==> config.mk <==
export PLATFORM = sky130hd
export DESIGN_NAME = ram_nxw_scrub_flat
export DESIGN_NICKNAME = d
export VERILOG_FILES = /design/src/rtl/ram_nxw_scrub_if.sv /design/src/rtl/ram_nxw_scrub.sv /design/src/flat_wrapper.sv
export SDC_FILE = /design/constraint.sdc
export NUM_CORES = 1
export LEC_CHECK = 0
export ABC_AREA = 1
export CAP_MARGIN = 20
export CELL_PAD_IN_SITES_DETAIL_PLACEMENT = 1
export CELL_PAD_IN_SITES_GLOBAL_PLACEMENT = 1
export CORE_MARGIN = 2
export CORE_UTILIZATION = 47
export CTS_BUF_LIST = sky130_fd_sc_hd__clkbuf_2
export CTS_CLUSTER_DIAMETER = 100
export DETAILED_ROUTE_END_ITERATION = 8
export PLACE_DENSITY = 0.86
export SLEW_MARGIN = 10
export SYNTH_ARGS = -nofsm -noshare
export SYNTH_HDL_FRONTEND = slang
export SYNTH_SLANG_ARGS = --single-unit
==> constraint.sdc <==
create_clock -name clk -period 3.8 [get_ports clk]
set_clock_uncertainty 0.15 [all_clocks]
set_input_delay 0.76 -clock clk [delete_from_list [all_inputs] [get_ports clk]]
set_output_delay 0.76 -clock clk [all_outputs]
set_load 0.05 [all_outputs]
==> src/rtl/ram_nxw_scrub_if.sv <==
// Request/response bundle for ram_nxw_scrub.
// The requester uses the master modport and the RAM uses the slave modport.
// When RAM_PARITY_EN is defined, the bundle also carries parity_err.
interface ram_nxw_scrub_if #(
  parameter int WIDTH     = 8,
  parameter int ADDR_BITS = 2
);
  logic                 en;
  logic                 r_w;
  logic [ADDR_BITS-1:0] addr;
  logic [WIDTH-1:0]     din;
  logic                 flush;
  logic [WIDTH-1:0]     dout;
  logic                 dout_valid;
  logic                 busy;
`ifdef RAM_PARITY_EN
  logic                 parity_err;

  modport master (
    output en, r_w, addr, din, flush,
    input  dout, dout_valid, busy, parity_err
  );
  modport slave (
    input  en, r_w, addr, din, flush,
    output dout, dout_valid, busy, parity_err
  );
`else
  modport master (
    output en, r_w, addr, din, flush,
    input  dout, dout_valid, busy
  );
  modport slave (
    input  en, r_w, addr, din, flush,
    output dout, dout_valid, busy
  );
`endif
endinterface

==> src/rtl/ram_nxw_scrub.sv <==
// ram_nxw_scrub: single-port synchronous RAM (2**ADDR_BITS words of WIDTH bits).
//
// Reads are registered and take one cycle; dout_valid strobes with the new data.
// A scrub sequencer writes zero to every word:
//   - on the first edges after clear is released, and
//   - whenever flush is seen while idle.
// Requests that arrive while busy is high are dropped.
//
// Optional feature, macro RAM_PARITY_EN:
//   - each word carries an even-parity bit, and
//   - a registered parity_err is returned with every read.
module ram_nxw_scrub #(
  parameter int WIDTH     = 8,
  parameter int ADDR_BITS = 2
) (
  input  logic           clk,
  input  logic           clear,
  ram_nxw_scrub_if.slave bus
);
  localparam int DEPTH = 2 ** ADDR_BITS;
  localparam logic [ADDR_BITS-1:0] CNT_ZERO = {ADDR_BITS{1'b0}};
  localparam logic [ADDR_BITS-1:0] CNT_ONE  = ADDR_BITS'(1);
  localparam logic [ADDR_BITS-1:0] CNT_LAST = ADDR_BITS'(DEPTH - 1);
  localparam logic [WIDTH-1:0]     WORD_ZERO = {WIDTH{1'b0}};

  typedef enum logic [0:0] {
    ST_SCRUB = 1'b0,
    ST_IDLE  = 1'b1
  } state_e;

  state_e               state_q, state_d;
  logic [ADDR_BITS-1:0] cnt_q, cnt_d;
  logic [WIDTH-1:0]     dout_q, dout_d;
  logic                 dout_valid_q, dout_valid_d;
  logic                 busy_q, busy_d;

  logic [WIDTH-1:0]     mem_q [DEPTH];
  logic                 mem_we_s;
  logic [ADDR_BITS-1:0] mem_waddr_s;
  logic [WIDTH-1:0]     mem_wdata_s;
  logic [WIDTH-1:0]     rd_word_s;

  assign rd_word_s = mem_q[bus.addr];

`ifdef RAM_PARITY_EN
  logic                 par_q [DEPTH];
  logic                 mem_wpar_s;
  logic                 parity_err_q, parity_err_d;

  // Even parity: the stored bit makes the total count of ones even.
  function automatic logic even_par(input logic [WIDTH-1:0] d);
    return ^d;
  endfunction
`endif

  // Next-state logic for the scrub/idle sequencer, the read path and the write port.
  always_comb begin
    state_d      = state_q;
    cnt_d        = cnt_q;
    dout_d       = dout_q;
    dout_valid_d = 1'b0;
    busy_d       = busy_q;
    mem_we_s     = 1'b0;
    mem_waddr_s  = bus.addr;
    mem_wdata_s  = bus.din;
`ifdef RAM_PARITY_EN
    mem_wpar_s   = even_par(bus.din);
    parity_err_d = 1'b0;
`endif
    case (state_q)
      ST_SCRUB: begin
        mem_we_s    = 1'b1;
        mem_waddr_s = cnt_q;
        mem_wdata_s = WORD_ZERO;
`ifdef RAM_PARITY_EN
        mem_wpar_s  = 1'b0;
`endif
        dout_d      = WORD_ZERO;
        if (cnt_q == CNT_LAST) begin
          state_d = ST_IDLE;
          cnt_d   = CNT_ZERO;
          busy_d  = 1'b0;
        end else begin
          cnt_d  = cnt_q + CNT_ONE;
          busy_d = 1'b1;
        end
      end
      ST_IDLE: begin
        busy_d = 1'b0;
        if (bus.flush) begin
          // flush has priority over any request in the same cycle
          state_d = ST_SCRUB;
          cnt_d   = CNT_ZERO;
          busy_d  = 1'b1;
        end else if (bus.en) begin
          if (bus.r_w) begin
            mem_we_s = 1'b1;
          end else begin
            dout_d       = rd_word_s;
            dout_valid_d = 1'b1;
`ifdef RAM_PARITY_EN
            parity_err_d = par_q[bus.addr] ^ even_par(rd_word_s);
`endif
          end
        end else begin
          dout_valid_d = 1'b0;
        end
      end
      default: begin
        state_d = ST_SCRUB;
        cnt_d   = CNT_ZERO;
        busy_d  = 1'b1;
      end
    endcase
  end

  // Control and output registers; clear forces a fresh scrub from word 0.
  always_ff @(posedge clk) begin
    if (!clear) begin
      state_q      <= ST_SCRUB;
      cnt_q        <= CNT_ZERO;
      dout_q       <= WORD_ZERO;
      dout_valid_q <= 1'b0;
      busy_q       <= 1'b1;
`ifdef RAM_PARITY_EN
      parity_err_q <= 1'b0;
`endif
    end else begin
      state_q      <= state_d;
      cnt_q        <= cnt_d;
      dout_q       <= dout_d;
      dout_valid_q <= dout_valid_d;
      busy_q       <= busy_d;
`ifdef RAM_PARITY_EN
      parity_err_q <= parity_err_d;
`endif
    end
  end

  // Storage array; it is left untouched while clear is held low.
  always_ff @(posedge clk) begin
    if (clear && mem_we_s) begin
      mem_q[mem_waddr_s] <= mem_wdata_s;
`ifdef RAM_PARITY_EN
      par_q[mem_waddr_s] <= mem_wpar_s;
`endif
    end else begin
      mem_q[mem_waddr_s] <= mem_q[mem_waddr_s];
`ifdef RAM_PARITY_EN
      par_q[mem_waddr_s] <= par_q[mem_waddr_s];
`endif
    end
  end

  assign bus.dout       = dout_q;
  assign bus.dout_valid = dout_valid_q;
  assign bus.busy       = busy_q;
`ifdef RAM_PARITY_EN
  assign bus.parity_err = parity_err_q;
`endif

endmodule

==> src/flat_wrapper.sv <==
// flat-port wrapper written by rule: the top's interface ports become plain ports
module ram_nxw_scrub_flat 
#(
  parameter int WIDTH     = 8,
  parameter int ADDR_BITS = 2
)
  (clk, clear, bus_en, bus_r_w, bus_addr, bus_din, bus_flush, bus_dout, bus_dout_valid, bus_busy);
  ram_nxw_scrub_if #(.WIDTH(WIDTH), .ADDR_BITS(ADDR_BITS)) bus_i ();
  input  logic clk;
  input  logic clear;
  input wire logic [$bits(bus_i.en)-1:0] bus_en;
  input wire logic [$bits(bus_i.r_w)-1:0] bus_r_w;
  input wire logic [$bits(bus_i.addr)-1:0] bus_addr;
  input wire logic [$bits(bus_i.din)-1:0] bus_din;
  input wire logic [$bits(bus_i.flush)-1:0] bus_flush;
  output wire logic [$bits(bus_i.dout)-1:0] bus_dout;
  output wire logic [$bits(bus_i.dout_valid)-1:0] bus_dout_valid;
  output wire logic [$bits(bus_i.busy)-1:0] bus_busy;
  assign bus_i.en = bus_en;
  assign bus_i.r_w = bus_r_w;
  assign bus_i.addr = bus_addr;
  assign bus_i.din = bus_din;
  assign bus_i.flush = bus_flush;
  assign bus_dout = bus_i.dout;
  assign bus_dout_valid = bus_i.dout_valid;
  assign bus_busy = bus_i.busy;
  ram_nxw_scrub #(.WIDTH(WIDTH), .ADDR_BITS(ADDR_BITS)) u_core (.clk(clk), .clear(clear), .bus(bus_i));
endmodule
* Yosys cells after proc, flatten, opt, wreduce, memory -nomap -nowiden
Memory sizes are Yosys's and may differ from the RTL's. Index checks and enable logic that the tools add are counted.
Storage, ports and cells: RAM bits 32, input port bits 15, memories kept 1, output and inout bits 10, register bits after elaboration 13, logic and storage cells 45
Memory list:
- u_core.mem_q | words 4, width 8, rd ports 1, clocked after memory_dff 0, write ports 1, RTL line ram_nxw_scrub.sv:37 | logic [WIDTH-1:0] mem_q [DEPTH];
Operators by class: reduce and logical (&&, ||, !) cells 4, bitwise gates (word level) 4, mux-type cells 24, add/sub/neg operators 1, equal/unequal tests 6
Operator list (count):
- $mux 8 | 5
- $pmux 8 s2 | 1
- $mux 1 | 11
- $ne 2x2->1 const B | 4
- $mux 2 | 3
- $pmux 1 s2 | 3
- $pmux 2 s2 | 1
- $reduce_or 4->1 | 1
- $not 1->1 | 3
- $reduce_and 3->1 | 1
- $add 2x1->2 const B | 1
- $eq 2x2->1 const B | 1
- $reduce_and 2->1 | 1
- $logic_and 1x1->1 | 1
- $ne 0x0->1 | 1
- $or 1x1->1 | 1

* Longest topological paths before layout
word-level depth 8, gate-level depth with buffers 7, gate-level depth less buffers 7

* Worst setup path after synthesis
No wires, ideal clock.
path kind input to register, start in bus_addr[1], end mem u_core.mem_q[0][0] (enable), library setup time 0.383 ns, data arrival time 1.719 ns, buffers on the path 0, data required time 3.267 ns, stages on the path 5, slack 1.547 ns, cell sequence inv_1 > nand2_1 > o21ai_2 > inv_2 > nor3_1
Between the ends: word-level cells in the longest chain between the ends 1
Ends and longest elaborated chain:
- start: declaration | RTL line flat_wrapper.sv:13 | input wire logic [$bits(bus_i.addr)-1:0] bus_addr;
- $mux 2 | RTL line ram_nxw_scrub.sv:70 | case (state_q)
- end: declaration | RTL line ram_nxw_scrub.sv:37
No other way between the ends.

* Worst setup path after layout
start reg u_core.dout_q[0] (netlist: u_core.bus.dout[0]), end out bus_dout[0]
RTL lines:
- start: declaration | RTL line ram_nxw_scrub.sv:33 | logic [WIDTH-1:0] dout_q, dout_d;
- start signal: assignment | RTL line ram_nxw_scrub.sv:131 | dout_q <= dout_d;
- end: declaration | RTL line flat_wrapper.sv:16 | output wire logic [$bits(bus_i.dout)-1:0] bus_dout;
No word-level cell between the ends.

==> results.toml <==
[final_layout]
layout-drive-gt1-share = 0.1262
final_net_count = 229
register_area_um2 = 1221
most_used_cells_in_the_layout_excluding_fill_and_tap_cells = "sky130_fd_sc_hd__nand2_1, sky130_fd_sc_hd__edfxtp_1, sky130_fd_sc_hd__clkdlybuf4s50_1"
fillers = 427
multi_input_area_um2 = 514.2
areaGrowthSynthToFinish_pct = 17.02
final_area_um2 = 2220
layout.cells.most_common = "sky130_fd_sc_hd__nand2_1"
utilization = 0.5630
num_antenna_cells = 0

[synthesis]
synth_area_per_cell_um2 = 10.37
yosysUniqueCellTypes = 25
syn-num-nets = 199
synthesis.area_um2 = 1897
synthesis.yosys.warnings = 0
yosysSeqAreaShare = 0.6438
number_of_enable_type_register_cells_in_the_synthesized_netlist = 32
yosys.area.top_type_share = 0.5066
synth-async-reset-ratio = 0
synth_top_cells_by_area = "sky130_fd_sc_hd__edfxtp_1, sky130_fd_sc_hd__dfxtp_1, sky130_fd_sc_hd__nand2_1"
synthCells = 183
ys_dominant_reg_cell = "sky130_fd_sc_hd__edfxtp_1"
yosys_register_bits = 45
netlist.top_cell.by_area = "sky130_fd_sc_hd__edfxtp_1"

[timing]
min_period_ns = 2.532
fmax_ghz = 0.3949
setup_total_negative_slack_ns = 0
worst_pin_slew_ns = 0.7129
slew-limit-headroom = 0.5233
final_min_period_over_clock_period = 0.6663
finalMaxSlewViolations = 0
setup-violations-final = 0
grt_setup_unrepaired = "no"
hold_viol = 0
final.hold.worst_slack_ns = 0.3166

[critical_path]
timing.reg2reg.worst_path_depth = 6
end_kind = "output port"
crit_required_ns = 2.89
maximum_fanout_count_along_the_critical_path = 2
worst_path_largest_cell_delay_ns = 0.82
timing.critical_path.max_delay_family = "buffers and inverters"
worstSetupPathDepth = 1
crit_buf_inv = 1
origin_of_the_critical_flop_to_flop_path = "u_core.state_q$_SDFF_PN0_"
r2r_slack_ns = 1.96
crit_type = "reg2out"
r2r_end = "u_core.mem_q[0][0]$_DFFE_PP_"
nature_of_the_critical_path_startpoint = "flop"
critical_path.startpoint = "u_core.bus.dout[0]$_SDFFE_PN0P_"
cp_cell_sequence = "clkdlybuf4s50_1"
slowest_cell_on_the_critical_path = "sky130_fd_sc_hd__clkdlybuf4s50_1"
critical_path_arrival_ns = 1.62

[routing]
drtPass1Iterations = 4
ant_nets = 0
via_count = 1335
drcViolationCount = 0
routed_via_density = 5.057
detailedRoute.firstIterationViolations = 57
routed_wire_length_per_instance_um = 16.90
detail_route.wirelength_mm = 4.462

[status]
run_status = "completed"

[clock_tree]
clock_sinks = 45
clk-insertion-delay-late_ns = 0.39
ctsResizeCount = 0
h-tree-depth = 2
ctsHoldBuffers = 0
clk_transition_reported_paths_ns = 0.23
cts_made_buffers = 5
clockRootBuffer = "sky130_fd_sc_hd__clkbuf_2"
cts_tree = "done"
post_cts_setup_buffers = 0
cts.path.max_buffers = 2

[pwr]
cell_internal_power_dissipation_mw = 0.6569
vdd.ir_drop.worst_mv = 0.2412
power.sequential.fraction = 0.641
power.net_switching_mw = 0.2456
share_clk_of_total_power = 0.222
p_leak_nw = 0.9170
netSwitchingFraction = 0.2721
comb_power_share = 0.136
powerDensity_nw_per_um2 = 406.6
p_total_mw = 0.9025

[floorplanning]
dieWidth_um = 67.53
floorplan.rows = 23
start_util = 0.4811
dieArea_um2 = 4560
floorplan.die.height_um = 67.53
coreArea_um2 = 3943
io_pins = 25

[hold_path]
worstHoldStart = "u_core.bus.dout[4]$_SDFFE_PN0P_"
min_delay_path_depth = 2
min_to = "u_core.bus.dout[4]$_SDFFE_PN0P_"
hp-class = "reg2reg"

[grt]
grt_pass1_wl_mm = 7.279
first_global_vias = 1398
antenna_violations_before_repair = 0
grt_max_degree = 22
overflow = 0
grt_util_all_layers = 0.2268

[placed_design]
dp.final_hpwl_mm = 3.449
numPortBuffers = 24
dpl-instance-area_um2 = 2175
place_congestion = 0.8298

[run]
drv_cap = 0
cells in the mapped netlist, types with 2 or more instances:
cell / n
sky130_fd_sc_hd__edfxtp_1: 32
sky130_fd_sc_hd__o21ai_1: 6
sky130_fd_sc_hd__o21ai_0: 4
sky130_fd_sc_hd__inv_1: 21
sky130_fd_sc_hd__buf_6: 2
sky130_fd_sc_hd__inv_2: 3
sky130_fd_sc_hd__a21oi_1: 3
sky130_fd_sc_hd__nand3_1: 15
sky130_fd_sc_hd__nor3_1: 4
sky130_fd_sc_hd__dfxtp_1: 13
sky130_fd_sc_hd__nor2_1: 10
sky130_fd_sc_hd__o21ai_2: 5
sky130_fd_sc_hd__buf_4: 2
sky130_fd_sc_hd__nand2_1: 52
logic make-up (layout without fill, tap and decap cells):
| kind of cell | after synthesis | count (layout) | synth area share |
|---|---|---|---|
| and+or+nand+nor | 87 | 87 | 0.2025 |
| buffers and inverters | 31 | 62 | 0.08509 |
| DFF | 45 | 45 | 0.6438 |
| adders and majority gates | 1 | 1 | 0.006595 |
| AOI/OAI and AO/OA | 19 | 19 | 0.06200 |
worst max path at each step:
stage	to	slack, ns
3_5_place_dp	u_core.mem_q[0][1]$_DFFE_PP_	1.05
2_1_floorplan	u_core.mem_q[0][0]$_DFFE_PP_	1.55
4_1_cts	bus_dout[0]	1.24
5_1_grt	bus_dout[5]	1.19
3_3_place_gp	u_core.mem_q[2][0]$_DFFE_PP_	1.12
6_report	bus_dout[0]	1.27
layer usage:
metal  vias up  part of all wire  wire (µm)  track usage
met5         -                 0          0            0
met4         0             0.017         76      0.07398
met3         6             0.032        143      0.05833
met2        32              0.50       2232       0.3676
met1       642              0.45       2009       0.2969
li1        655                 -          -            -
layout make-up:
| cell class | count | area share |
|---|---|---|
| Clock buffer | 6 | 0.01353 |
| Clock inverter | 2 | 0.006764 |
| Inverter | 25 | 0.04453 |
| Multi-Input combinational cell | 107 | 0.2317 |
| Sequential cell | 45 | 0.5502 |
| Tap cell | 50 | 0.02818 |
| Timing Repair Buffer | 29 | 0.1251 |
through the flow:
step                instances  worst slack [ns]
detailed placement        256             1.047
global placement          256             1.123
floorplan                 183             1.547
global route              264             1.186
finish                    264             1.268
CTS                       264             1.245
worst register-to-register path, cell delays in order, from the launching register on:
cell	delay, ns
sky130_fd_sc_hd__dfxtp_1	0.36
sky130_fd_sc_hd__buf_4	0.25
sky130_fd_sc_hd__inv_1	0.18
sky130_fd_sc_hd__o21ai_2	0.21
sky130_fd_sc_hd__inv_1	0.09
sky130_fd_sc_hd__nor3_1	0.15
sky130_fd_sc_hd__buf_4	0.20
power by group through the flow:
stage          sequential (mW)  combinational [mW]  clock (mW)
2_1_floorplan            0.587              0.0762           0
3_3_place_gp             0.587               0.117           0
3_5_place_dp             0.589               0.123           0
4_1_cts                  0.579               0.124       0.211
5_1_grt                  0.581               0.140       0.230
6_report                 0.579               0.123       0.201
sequential cells by signal (all words and copies together), names as in the netlist:
signal                 cells
u_core.bus.busy            1
u_core.bus.dout            8
u_core.bus.dout_valid      1
u_core.cnt_q               2
u_core.mem_q              32
u_core.state_q             1
Power figures use the tool's default switching activity.
==> edit 1 (config.mk and constraints unchanged) <==
`WIDTH` is set to 8 in 3 places; all go to 12.
--- a/src/rtl/ram_nxw_scrub_if.sv
+++ b/src/rtl/ram_nxw_scrub_if.sv
@@ -2,7 +2,7 @@
 // The requester uses the master modport and the RAM uses the slave modport.
 // When RAM_PARITY_EN is defined, the bundle also carries parity_err.
 interface ram_nxw_scrub_if #(
-  parameter int WIDTH     = 8,
+  parameter int WIDTH     = 12,
   parameter int ADDR_BITS = 2
 );
   logic                 en;
--- a/src/rtl/ram_nxw_scrub.sv
+++ b/src/rtl/ram_nxw_scrub.sv
@@ -10,7 +10,7 @@
 //   - each word carries an even-parity bit, and
 //   - a registered parity_err is returned with every read.
 module ram_nxw_scrub #(
-  parameter int WIDTH     = 8,
+  parameter int WIDTH     = 12,
   parameter int ADDR_BITS = 2
 ) (
   input  logic           clk,
--- a/src/flat_wrapper.sv
+++ b/src/flat_wrapper.sv
@@ -1,7 +1,7 @@
 // flat-port wrapper written by rule: the top's interface ports become plain ports
 module ram_nxw_scrub_flat 
 #(
-  parameter int WIDTH     = 8,
+  parameter int WIDTH     = 12,
   parameter int ADDR_BITS = 2
 )
   (clk, clear, bus_en, bus_r_w, bus_addr, bus_din, bus_flush, bus_dout, bus_dout_valid, bus_busy);
Interface: changed (resized bus_din and bus_dout); port bits go from 25 to 33. The function was not compared with the original's and may differ.
==> edit 1 against the unedited design <==
- final area grew 43%
- sequential cell count grew 20
- via count grew 43%
- area after synthesis grew 44%
- critical endpoint is now bus_dout[11]
- highest routed layer unchanged
- sequential power grew 45%
- power grew 46%
- hold slack gained 0.00050 ns
- worst setup slack lost 0.062 ns
- wire length grew 42%
- largest power group unchanged
==> edit 1: results (changes against the unedited design) <==
YS warnings=0 (unchanged); antenna violations before repair=0 (unchanged); Post-CTS Setup Bufs=0 (unchanged); count of different cell masters after synthesis=23 (-8.0%); Longest Clk Path Bufs=2 (unchanged); ANT cells=0 (unchanged); mux share of post-synthesis cell area=0 (unchanged); detailed-route via count=1,915 (+43%); first-pass GRT wire length=10,100 microns (+39%); Tot GR Track Use=0.223 (-0.00363); compound-gate portion of the synthesized area=0.0537 (-0.00826); Nets=328 (+43%); Worst Path Arrival=1.68 ns (+0.06 ns); max reg flops=48 (+50%); XOR/XNOR share of the synthesized area=0 (unchanged); Final Hold Fails=0 (unchanged); pin count of the biggest net entering global routing=26 (+18%); Area contributors post-synth=edfxtp_1 53%, dfxtp_1 12%, nand2_1 10%, inv_1 4.7%, nand3_1 4.0%; Worst Path Max Fanout=2 (unchanged); prevailing post-synth register cell=edfxtp_1; H-tree depth=3 (+1); status=completed; Resize count post-CTS=0 (unchanged); Syn Nets=288 (+45%); Syn Area/Cell=10.2 sq um (-1.9%); number of synthesized flops with an enable pin=48 (+50%); crit path max-delay cell type=clkdlybuf4s50_1; number of global-route vias before repair=2,005 (+43%); Post-synth ARST share=0 (unchanged); placed cells=369 (+44%); peak supply drop=0.219 mV (-9.4%); initial drt markers=155 (+170%); Slew @ Worst Pin=0.525 ns (-0.188 ns); DP Wirelength=4720 microns (+37%); largest register by flop count=u_core.mem_q; CTS buffer count=9 (+4); dpl cell area=3090 sq um (+42%); IO Port Bufs=32 (+33%); CP max stage delay=0.81 ns; Post-Route WL=6320 microns (+42%); Pleak=1.33 nW (+45%); post-synthesis sequential area ratio=0.654 (+0.0103); routed length per instance=16.4 microns (-2.9%); clk root buf=clkbuf_2; routability congestion estimate from global placement=0.854 (+3.0%); most frequent cells after synthesis=75 x nand2_1, 48 x edfxtp_1, 34 x inv_1; Clock Latency Late Sink=0.49 ns (+0.10 ns); Post-Synth Adder-Cell Area=0.00459 (-0.00200); Clock Pin Slew Worst Setup and Hold Paths=0.17 ns (-0.06 ns); layout cells sized above 1=0.109 (-0.0175); HP Class=register to register; final worst path period need=2.59 ns (+0.0616 ns); Setup WS pre-CTS=1.07 ns (+0.0270 ns)
==> edit 1: changes by cell type after synthesis, moves of 7 or more <==
| cell | delta |
|---|---|
| edfxtp_1 | +16 |
| inv_1 | +13 |
| nand3_1 | +7 |
| o21ai_0 | +11 |
| nand2_1 | +23 |
| nor2_1 | +9 |
==> edit 1: logic make-up (layout without fill, tap and decap cells) <==
logic type / count (synthesis) / after routing
adders and majority gates: 1 / 1
buffers and inverters: 50 / 95
DFF: 65 / 65
and+or+nand+nor: 125 / 125
AOI/OAI and AO/OA: 27 / 27
==> edit 1: worst paths after layout <==
path	startpoint	end	slack (ns)	depth (start not counted)
worst max-delay path	u_core.bus.dout[11]$_SDFFE_PN0P_	bus_dout[11]	1.21	1
worst min-delay path	u_core.bus.dout[4]$_SDFFE_PN0P_	u_core.bus.dout[4]$_SDFFE_PN0P_	0.32	2
worst max register to register	u_core.state_q$_SDFF_PN0_	u_core.mem_q[0][3]$_DFFE_PP_	1.88	5
worst min register to register	u_core.bus.dout[4]$_SDFFE_PN0P_	u_core.bus.dout[4]$_SDFFE_PN0P_	0.32	2
==> edit 1: metal layers <==
metal	vias to the layer above	share of wire	global-route usage
met2	48	0.46	0.344
met4	0	0.022	0.115
li1	945	-	-
met3	12	0.042	0.0382
met1	910	0.47	0.304
met5	-	0	0
==> edit 1: layout make-up <==
class / count / area, sq um
Inverter: 40 / 153
Clock buffer: 9 / 45.0
Sequential cell: 65 / 1780
Multi-Input combinational cell: 153 / 697
Tap cell: 72 / 90.1
Fill cell: 641 / 2360
Timing Repair Buffer: 39 / 373
Clock inverter: 7 / 37.5
==> edit 1: where the power goes <==
group	switching, mW	internal, mW
logic	0.106	0.0569
clock network	0.243	0.0778
registers	0.0211	0.816
==> edit 2 (config.mk and constraints unchanged) <==
Without the edit above. Add an input register stage for `clear`, without a reset; this delays it by one clock. The other inputs are not delayed to match.
--- a/src/rtl/ram_nxw_scrub.sv
+++ b/src/rtl/ram_nxw_scrub.sv
@@ -27,6 +27,12 @@
     ST_SCRUB = 1'b0,
     ST_IDLE  = 1'b1
   } state_e;
+
+  logic clear_q;
+
+  always_ff @(posedge clk) begin
+    clear_q <= clear;
+  end
 
   state_e               state_q, state_d;
   logic [ADDR_BITS-1:0] cnt_q, cnt_d;
@@ -116,7 +122,7 @@
 
   // Control and output registers; clear forces a fresh scrub from word 0.
   always_ff @(posedge clk) begin
-    if (!clear) begin
+    if (!clear_q) begin
       state_q      <= ST_SCRUB;
       cnt_q        <= CNT_ZERO;
       dout_q       <= WORD_ZERO;
@@ -139,7 +145,7 @@
 
   // Storage array; it is left untouched while clear is held low.
   always_ff @(posedge clk) begin
-    if (clear && mem_we_s) begin
+    if (clear_q && mem_we_s) begin
       mem_q[mem_waddr_s] <= mem_wdata_s;
 `ifdef RAM_PARITY_EN
       par_q[mem_waddr_s] <= mem_wpar_s;
Formal check against the unedited RTL: not equivalent (a bounded check fails within 10 cycles, from zero or initial values).
==> edit 2 against the unedited design <==
- largest power group unchanged
- worst setup slack improved by 0.030 ns
- final area rose by 2.1%
- wire length fell by 4.5%
- count of clock-buffer cells in the layout rose by 1
- power rose by 0.86%
- critical endpoint is now bus_dout[6]
- sequential cell count rose by 1
- largest cell class unchanged
- area after synthesis rose by 2.4%
==> edit 2: results (changes against the unedited design) <==
Slew @ Worst Pin=0.667 ns (-0.0459 ns); endpoint of the worst register-to-register path=u_core.mem_q[0][2]$_DFFE_PP_; worst setup margin=1.30 ns (+0.0298 ns); Worst Path Arrival=1.59 ns (-0.03 ns); Syn Inst Count=194 (+6.0%); Nets=240 (+4.8%); Pleak=0.973 nW (+6.1%); number of fill cells=470 (+10%); routed length per instance=15.5 microns (-8.3%); dpl cell area=2220 sq um (+2.3%); R2R Setup Slk=1.71 ns (-0.25 ns); post-synthesis sequential area ratio=0.639 (-0.00462); status=completed; Area contributors post-synth=edfxtp_1 49%, dfxtp_1 14%, nand2_1 10%, inv_1 5.4%, nand3_1 4.9%; most frequent cells after synthesis=54 x nand2_1, 32 x edfxtp_1, 28 x inv_1; worst setup path end=bus_dout[6]; HP Start=u_core.bus.dout[0]$_SDFFE_PN0P_; Syn Nets=210 (+5.5%); layout cells sized above 1=0.120 (-0.00617); first-pass GRT wire length=6640 microns (-8.8%); met2 wire len=2020 microns (-9.6%); non-filler instance count after layout=275 (+4.2%); pin count of the biggest net entering global routing=19 (-14%); initial drt markers=68 (+19%); WL met3=129 microns (-9.8%); Setup WS pre-CTS=1.07 ns (+0.0264 ns); peak supply drop=0.186 mV (-23%); routability congestion estimate from global placement=0.800 (-3.6%); Clock Pin Slew Worst Setup and Hold Paths=0.21 ns (-0.02 ns); DP Wirelength=3270 microns (-5.2%)
## edit 2: cell types whose count changed after synthesis, moves of 2 or more
cell	change
nand2_2	+2
nand3_1	+4
buf_6	+2
nand2_1	+2
o21ai_1	-2
inv_1	+7
nor2_1	-2
o21ai_2	-3
## edit 2: metal layers
layer / vias up / global-route usage
met5: - / 0
met4: 0 / 0.0675
met3: 5 / 0.0559
met2: 24 / 0.345
met1: 604 / 0.271
li1: 679 / -
## edit 2: layout make-up
| type | count | area [sq um] | area share |
|---|---|---|---|
| clock inverter | 1 | 7.51 | 0.00331 |
| tap | 50 | 62.6 | 0.0276 |
| sequential | 46 | 1240 | 0.547 |
| timing repair buffer | 29 | 278 | 0.123 |
| inverter | 33 | 126 | 0.0557 |
| multi-input combinational | 109 | 517 | 0.228 |
| clock buffer | 7 | 35.0 | 0.0155 |
## edit 2: worst min path at each step
stage / cells after the start / endpoint / slack (ns)
after CTS: 2 / u_core.bus.dout[0]$_SDFFE_PN0P_ / 0.32
after detailed placement: 2 / u_core.bus.dout[0]$_SDFFE_PN0P_ / 0.29
after floorplan: 2 / u_core.cnt_q[0]$_SDFFE_PN0P_ / 0.32
after global placement: 2 / u_core.bus.dout[7]$_SDFFE_PN0P_ / 0.29
final: 2 / u_core.bus.dout[0]$_SDFFE_PN0P_ / 0.31
after global routing: 2 / u_core.bus.dout[5]$_SDFFE_PN0P_ / 0.35
## edit 2: report_power, final
group / switching (mW) / internal (mW)
logic: 0.0751 / 0.0456
clock network: 0.150 / 0.0509
registers: 0.0160 / 0.573
total: 0.241 / 0.669
## edit 2: worst min-delay path: stages, from the launching register on
cell and delay (ns):
dfxtp_1 0.35, nand2_1 0.06, nand2_1 0.04
